--- config.mk ---
export PLATFORM = sky130hd
export DESIGN_NAME = registros_salida_mouse
export DESIGN_NICKNAME = d
export VERILOG_FILES = /design/src/rtl/registros_salida_mouse_pkg.sv /design/src/rtl/registros_salida_mouse_acumulador.sv /design/src/rtl/registros_salida_mouse.sv
export SDC_FILE = /design/constraint.sdc
export NUM_CORES = 1
export LEC_CHECK = 0
export CORE_ASPECT_RATIO = 0.9
export CORE_UTILIZATION = 35
export DETAILED_ROUTE_END_ITERATION = 12
export PLACE_DENSITY = 0.68
export SYNTH_ARGS = -nofsm -noshare
export SYNTH_HDL_FRONTEND = slang
export SYNTH_SLANG_ARGS = --single-unit
--- constraint.sdc ---
create_clock -name clk -period 2.5 [get_ports clk]
set_input_delay 0.75 -clock clk [delete_from_list [all_inputs] [get_ports clk]]
set_output_delay 0.75 -clock clk [all_outputs]
set_load 0.02 [all_outputs]
--- src/rtl/registros_salida_mouse_pkg.sv ---
// Shared types and constants for the PS/2 mouse report serializer.
package registros_salida_mouse_pkg;

  typedef enum logic [2:0] {
    StIdle,
    StS0,
    StW0,
    StS1,
    StW1,
    StS2,
    StW2
  } estado_e;

  // Bit position of the always-one marker in the first report byte.
  localparam int unsigned MOUSE_B0_SIEMPRE1 = 3;
  localparam int          MOUSE_DELTA_MAX   = 255;
  localparam int          MOUSE_DELTA_MIN   = -256;

  // One latched report; all three bytes are derived from this snapshot.
  typedef struct packed {
    logic       yovf;
    logic       xovf;
    logic [8:0] y;
    logic [8:0] x;
    logic [2:0] btn;
  } paquete_t;

  // First byte: {Yovf, Xovf, Ysign, Xsign, 1, buttons}.
  function automatic logic [7:0] byte0(input paquete_t p);
    logic [7:0] b;
    b                    = 8'h00;
    b[7]                 = p.yovf;
    b[6]                 = p.xovf;
    b[5]                 = p.y[8];
    b[4]                 = p.x[8];
    b[MOUSE_B0_SIEMPRE1] = 1'b1;
    b[2:0]               = p.btn;
    return b;
  endfunction

endpackage

--- src/rtl/registros_salida_mouse_acumulador.sv ---
// Adds a 9-bit signed delta to a 10-bit signed running value, clamping the result to the
// report range and flagging when the true sum fell outside it.
module acumulador_saturado_mouse
  import registros_salida_mouse_pkg::*;
(
  input  logic [9:0] acum_i,
  input  logic [8:0] delta_i,
  output logic [9:0] suma_o,
  output logic       ovf_o
);

  localparam logic signed [10:0] LimMax = 11'(MOUSE_DELTA_MAX);
  localparam logic signed [10:0] LimMin = 11'(MOUSE_DELTA_MIN);

  logic signed [10:0] suma_ext;

  // Widen both operands so the true sum never wraps, then clamp.
  always_comb begin
    suma_ext = $signed({acum_i[9], acum_i}) + $signed({{2{delta_i[8]}}, delta_i});
    suma_o   = suma_ext[9:0];
    ovf_o    = 1'b0;
    if (suma_ext > LimMax) begin
      suma_o = LimMax[9:0];
      ovf_o  = 1'b1;
    end else if (suma_ext < LimMin) begin
      suma_o = LimMin[9:0];
      ovf_o  = 1'b1;
    end
  end

endmodule

--- src/rtl/registros_salida_mouse.sv ---
// Serializes one mouse report into three PS/2 bytes with a start/done handshake.
// Optional feature macro: MOUSE_ACUM_EN (accumulate requests that arrive while busy).
module registros_salida_mouse
  import registros_salida_mouse_pkg::*;
(
  input  logic       clk,
  input  logic       rst,
  input  logic [8:0] XMouse,
  input  logic [8:0] YMouse,
  input  logic [2:0] Botones,
  input  logic       DatosValidos,
  output logic       Ocupado,
  output logic [7:0] ByteSaliente,
  output logic       TxIniciar,
  input  logic       TxListo,
  output logic       PaqueteEnviado
);

  estado_e  estado_q, estado_d;
  paquete_t paq_q, paq_d;
  logic     enviado_q, enviado_d;
  paquete_t nuevo;

  assign nuevo = '{yovf: 1'b0, xovf: 1'b0, y: YMouse, x: XMouse, btn: Botones};

`ifdef MOUSE_ACUM_EN
  logic [9:0] pend_x_q, pend_x_d, pend_y_q, pend_y_d;
  logic [2:0] pend_btn_q, pend_btn_d;
  logic       pend_xovf_q, pend_xovf_d, pend_yovf_q, pend_yovf_d;
  logic       pend_v_q, pend_v_d;
  logic       fin, tomar, acumular;
  logic [9:0] base_x, base_y, suma_x, suma_y;
  logic       ovf_x, ovf_y;

  assign fin      = (estado_q == StW2) && TxListo;
  assign tomar    = fin && pend_v_q;
  // A request landing on the last done with nothing pending is launched directly instead.
  assign acumular = DatosValidos && Ocupado && !(fin && !pend_v_q);
  // When pending data is consumed this cycle, a coincident request starts from zero.
  assign base_x   = tomar ? 10'd0 : pend_x_q;
  assign base_y   = tomar ? 10'd0 : pend_y_q;

  acumulador_saturado_mouse u_acum_x (
    .acum_i (base_x),
    .delta_i(XMouse),
    .suma_o (suma_x),
    .ovf_o  (ovf_x)
  );

  acumulador_saturado_mouse u_acum_y (
    .acum_i (base_y),
    .delta_i(YMouse),
    .suma_o (suma_y),
    .ovf_o  (ovf_y)
  );

  // Pending set: cleared when taken into a packet, merged with each busy-time request.
  always_comb begin
    pend_x_d    = pend_x_q;
    pend_y_d    = pend_y_q;
    pend_btn_d  = pend_btn_q;
    pend_xovf_d = pend_xovf_q;
    pend_yovf_d = pend_yovf_q;
    pend_v_d    = pend_v_q;
    if (tomar) begin
      pend_x_d    = 10'd0;
      pend_y_d    = 10'd0;
      pend_btn_d  = 3'b000;
      pend_xovf_d = 1'b0;
      pend_yovf_d = 1'b0;
      pend_v_d    = 1'b0;
    end
    if (acumular) begin
      pend_x_d    = suma_x;
      pend_y_d    = suma_y;
      pend_btn_d  = (tomar ? 3'b000 : pend_btn_q) | Botones;
      pend_xovf_d = (tomar ? 1'b0 : pend_xovf_q) | ovf_x;
      pend_yovf_d = (tomar ? 1'b0 : pend_yovf_q) | ovf_y;
      pend_v_d    = 1'b1;
    end
  end

  // Pending-set registers.
  always_ff @(posedge clk or posedge rst) begin
    if (rst) begin
      pend_x_q    <= 10'd0;
      pend_y_q    <= 10'd0;
      pend_btn_q  <= 3'b000;
      pend_xovf_q <= 1'b0;
      pend_yovf_q <= 1'b0;
      pend_v_q    <= 1'b0;
    end else begin
      pend_x_q    <= pend_x_d;
      pend_y_q    <= pend_y_d;
      pend_btn_q  <= pend_btn_d;
      pend_xovf_q <= pend_xovf_d;
      pend_yovf_q <= pend_yovf_d;
      pend_v_q    <= pend_v_d;
    end
  end
`endif

  // Sequencer next state; the packet register only loads when a new packet begins.
  always_comb begin
    estado_d  = estado_q;
    paq_d     = paq_q;
    enviado_d = 1'b0;
    unique case (estado_q)
      StIdle: begin
        if (DatosValidos) begin
          paq_d    = nuevo;
          estado_d = StS0;
        end
      end
      StS0: estado_d = StW0;
      StW0: if (TxListo) estado_d = StS1;
      StS1: estado_d = StW1;
      StW1: if (TxListo) estado_d = StS2;
      StS2: estado_d = StW2;
      StW2: begin
        if (TxListo) begin
          enviado_d = 1'b1;
          estado_d  = StIdle;
`ifdef MOUSE_ACUM_EN
          if (pend_v_q) begin
            paq_d    = '{yovf: pend_yovf_q, xovf: pend_xovf_q, y: pend_y_q[8:0],
                         x: pend_x_q[8:0], btn: pend_btn_q};
            estado_d = StS0;
          end else if (DatosValidos) begin
            paq_d    = nuevo;
            estado_d = StS0;
          end
`endif
        end
      end
      default: estado_d = StIdle;
    endcase
  end

  // Outputs decoded from state so reset clears them immediately.
  always_comb begin
    Ocupado      = (estado_q != StIdle);
    TxIniciar    = (estado_q == StS0) || (estado_q == StS1) || (estado_q == StS2);
    ByteSaliente = 8'h00;
    unique case (estado_q)
      StS0, StW0: ByteSaliente = byte0(paq_q);
      StS1, StW1: ByteSaliente = paq_q.x[7:0];
      StS2, StW2: ByteSaliente = paq_q.y[7:0];
      default:    ByteSaliente = 8'h00;
    endcase
  end

  assign PaqueteEnviado = enviado_q;

  // State, packet snapshot and completion pulse.
  always_ff @(posedge clk or posedge rst) begin
    if (rst) begin
      estado_q  <= StIdle;
      paq_q     <= '0;
      enviado_q <= 1'b0;
    end else begin
      estado_q  <= estado_d;
      paq_q     <= paq_d;
      enviado_q <= enviado_d;
    end
  end

endmodule

==> results.cfg <==
[run_status]
outcome = completed

[min_path]
min-delay-path-class = flip-flop to flip-flop
worst_hold_startpoint = paq_q[15]$_DFFE_PP0P_

[pwr]
switching_power_as_a_share_of_total_power_pct = 38.39
power_report.internal_total_mw = 1.301
pwr_density_cell_nw_per_um2 = 1273
power.share.clock_pct = 11.3
power_leakage_nw = 0.6965
seqPwrFrac_pct = 33.8
irDropWorstVdd_uv = 560.6
combinationalPowerShare_pct = 54.9
switching_power_mw = 0.8110

[synthesis]
ys_warn_count = 0
synth.area.top_cells = sky130_fd_sc_hd__dfrtp_1, sky130_fd_sc_hd__mux2_2, sky130_fd_sc_hd__o2bb2ai_1, sky130_fd_sc_hd__mux2i_1, sky130_fd_sc_hd__buf_6
adder_cell_fraction_of_synth_area_pct = 0
synth.cell_area_um2 = 1194
synth_area_leader_cell = sky130_fd_sc_hd__dfrtp_1
postSynthNetCount = 117
post_synth.cell_area_avg_um2 = 12.97
synth_sequential_area_ratio_pct = 52.41
synth_area_in_compound_gates_pct = 9.644
yosys-mux-area-fraction_pct = 24.00
combinational_family_with_the_most_area_after_synthesis = multiplexers
yosysUniqueCellTypes = 22
xor_xnor_share_of_the_synthesized_area_pct = 0.7338
ys_seq_elements = 25
area_share_of_and_or_nand_nor_cells_after_synthesis_pct = 7.652
synth_top_cell_area_share_pct = 52.41
synthCells = 92

[cts]
cts_num_sinks = 25
cts_tree = done
clock-root-buffer = sky130_fd_sc_hd__clkbuf_8
clk-insertion-delay-late_ns = 0.27
cts-buffers-inserted = 3
clk_pin_slew_ns = 0.09
max-clock-path-buffers = 2
h_tree_levels = 1

[finish]
fin_util_pct = 52.87
final_layout_size_suffix_gt1_share_pct = 27.82
synthToLayoutAreaGrowth_pct = 38.99
number_of_nets_in_the_layout = 159
insertedDiodeCount = 0

[worst_setup_path]
r2r-start = estado_q[2]$_DFFE_PP0P_
startpoint_class_of_the_critical_path = flip-flop
cp-end-kind = output pin
critPathRequiredTime_ns = 1.75
critPathKind = flip-flop to output pin
crit_arrival_ns = 1.74
worst-path-max-fanout = 7
worst_setup_path_startpoint = estado_q[0]$_DFFE_PP0P_

[global_routing]
global_route.usage.total_pct = 14.95
antenna_violations_before_repair = 0
overall_overflow_remaining_after_global_route = 0
grt_pass1_wl_mm = 4.050
grt_max_degree = 22
grt_pass1_vias = 899

[die]
die_x_um = 63.56
floorplan.rows = 19
placeableCoreArea_um2 = 3138
initial_core_util_pct = 38.04
io_pins = 36
fp.dieArea_um2 = 3648
die-height_um = 57.40

[routing]
drt-wirelength-per-cell_um = 13.86
number_of_drc_violations_after_detailed_routing_iteration_0 = 72
wl_mm = 2.426
viasPerCell = 4.891
via_count = 856
drcViolationCount = 0
drt_pre_antenna_iters = 4
ant_nets = 0

[timing]
tightestPinTransition_ns = 0.4251
max_clock_freq_ghz = 0.4013
timing.final.max_slew_violations = 0
period_minus_slack_ns = 2.492
finalSetupViolations = 0
fin_worst_hold_slack_ns = 0.5143
grt_setup_unrepaired = true
final_hold_viol_count = 0
worst_slew_margin_rel_pct = 71.63
post-route-period-util_pct = 99.69
setup_clock_skew_after_layout_ns = 0.007699

[place]
place_congestion = 0.7420
dp_hpwl_mm = 1.757
io_buffer_count = 35

[job]
max-cap-violations = 0
-- sequential cells by signal (all words and copies together) (netlist names) --
register        count
estado_q            3
paq_q              21
PaqueteEnviado      1
-- logic make-up after synthesis --
group | after synthesis
AO/OA/AOI/OAI | 16
XOR/XNOR | 1
buffers and inverters | 9
flip-flops | 25
multiplexers | 26
AND/OR/NAND/NOR | 15
-- area by class of cell --
| class | instances | area [um^2] |
|---|---|---|
| fillers | 308 | 1479 |
| flip-flops and latches | 25 | 625.6 |
| multi-input cells | 58 | 509.2 |
| repair buffers | 43 | 415.4 |
| well taps | 42 | 52.55 |
| clock buffers | 4 | 45.04 |
| inverters | 3 | 11.26 |
-- power groups by stage --
stage | sequential [mW] | clock, mW | combinational [mW]
floorplan | 0.689 | 0 | 0.809
global placement | 0.711 | 0 | 1.22
detailed placement | 0.725 | 0 | 1.24
CTS | 0.716 | 0.247 | 1.18
global route | 0.741 | 0.263 | 1.27
finish | 0.715 | 0.238 | 1.16
-- worst max-delay path: stages (launching register included) --
cell,delay [ns]
sky130_fd_sc_hd__dfrtp_1,0.40
sky130_fd_sc_hd__or3b_1,0.39
sky130_fd_sc_hd__o21ai_2,0.17
sky130_fd_sc_hd__o2bb2ai_1,0.16
sky130_fd_sc_hd__dlygate4sd2_1,0.36
-- timing repair --
| item | in CTS | in global routing |
|---|---|---|
| hold buffers | 0 | 0 |
| buffers inserted | 0 | 0 |
| setup endpoints to repair | 8 | 9 |
| resized for setup | 12 | 4 |
-- cells in the final DEF (no fill, tap or decap), types with 2 or more instances in the layout --
cell,n
sky130_fd_sc_hd__clkdlybuf4s50_1,26
sky130_fd_sc_hd__inv_1,3
sky130_fd_sc_hd__dlygate4sd2_1,4
sky130_fd_sc_hd__mux2_2,21
sky130_fd_sc_hd__o2bb2ai_1,7
sky130_fd_sc_hd__nor2_1,2
sky130_fd_sc_hd__nand2_1,6
sky130_fd_sc_hd__dfrtp_1,25
sky130_fd_sc_hd__mux2i_1,5
sky130_fd_sc_hd__clkdlybuf4s15_1,3
sky130_fd_sc_hd__o21ai_0,5
sky130_fd_sc_hd__clkbuf_8,3
sky130_fd_sc_hd__buf_4,7
-- Yosys cell counts --
cell,number
sky130_fd_sc_hd__o21ai_2,1
sky130_fd_sc_hd__buf_2,2
sky130_fd_sc_hd__nor3_4,1
sky130_fd_sc_hd__mux2_2,21
sky130_fd_sc_hd__nor3_1,1
sky130_fd_sc_hd__nand3_1,1
sky130_fd_sc_hd__a31oi_1,1
sky130_fd_sc_hd__mux2i_1,5
sky130_fd_sc_hd__inv_1,3
sky130_fd_sc_hd__nand2_1,6
sky130_fd_sc_hd__o2bb2ai_1,7
sky130_fd_sc_hd__a221oi_1,1
sky130_fd_sc_hd__or3_1,1
sky130_fd_sc_hd__xnor2_1,1
sky130_fd_sc_hd__nand2b_4,1
sky130_fd_sc_hd__a21oi_1,1
sky130_fd_sc_hd__buf_6,4
sky130_fd_sc_hd__nor2b_1,1
sky130_fd_sc_hd__o21ai_0,5
sky130_fd_sc_hd__or3b_1,1
sky130_fd_sc_hd__dfrtp_1,25
sky130_fd_sc_hd__nor2_1,2
-- per-layer routing --
metal	GRT usage, %	vias to the layer above	wire length [um]
met4	6.818	0	40
li1	-	409	-
met5	0	-	0
met3	3.600	4	122
met2	24.92	25	1141
met1	18.39	418	1122
-- metrics by stage --
stage	worst slack [ns]	instance area (um^2)	total power, mW	cells	setup TNS (ns)
floorplan	0.4080	1194	1.498	92	0
finish	0.007869	1659	2.112	175	0
detailed placement	-0.06280	1614	1.963	171	-0.3154
CTS	0.0004672	1660	2.143	175	0
global route	-0.06579	1659	2.273	175	-0.3544
global placement	-0.03562	1614	1.930	171	-0.1279
-- path summary, 6_finish.rpt --
path | to | cells past startpoint | slack (ns)
setup / recovery | ByteSaliente[0] | 4 | 0.008
hold / removal | paq_q[15]$_DFFE_PP0P_ | 1 | 0.51
setup reg to reg | paq_q[18]$_DFFE_PP0P_ | 5 | 0.89
hold reg to reg | paq_q[15]$_DFFE_PP0P_ | 1 | 0.51
max in group asynchronous | paq_q[12]$_DFFE_PP0P_ | 3 | 1.17
min in group asynchronous | paq_q[5]$_DFFE_PP0P_ | 2 | 0.77
No activity file was read; power rests on OpenSTA's default activity.
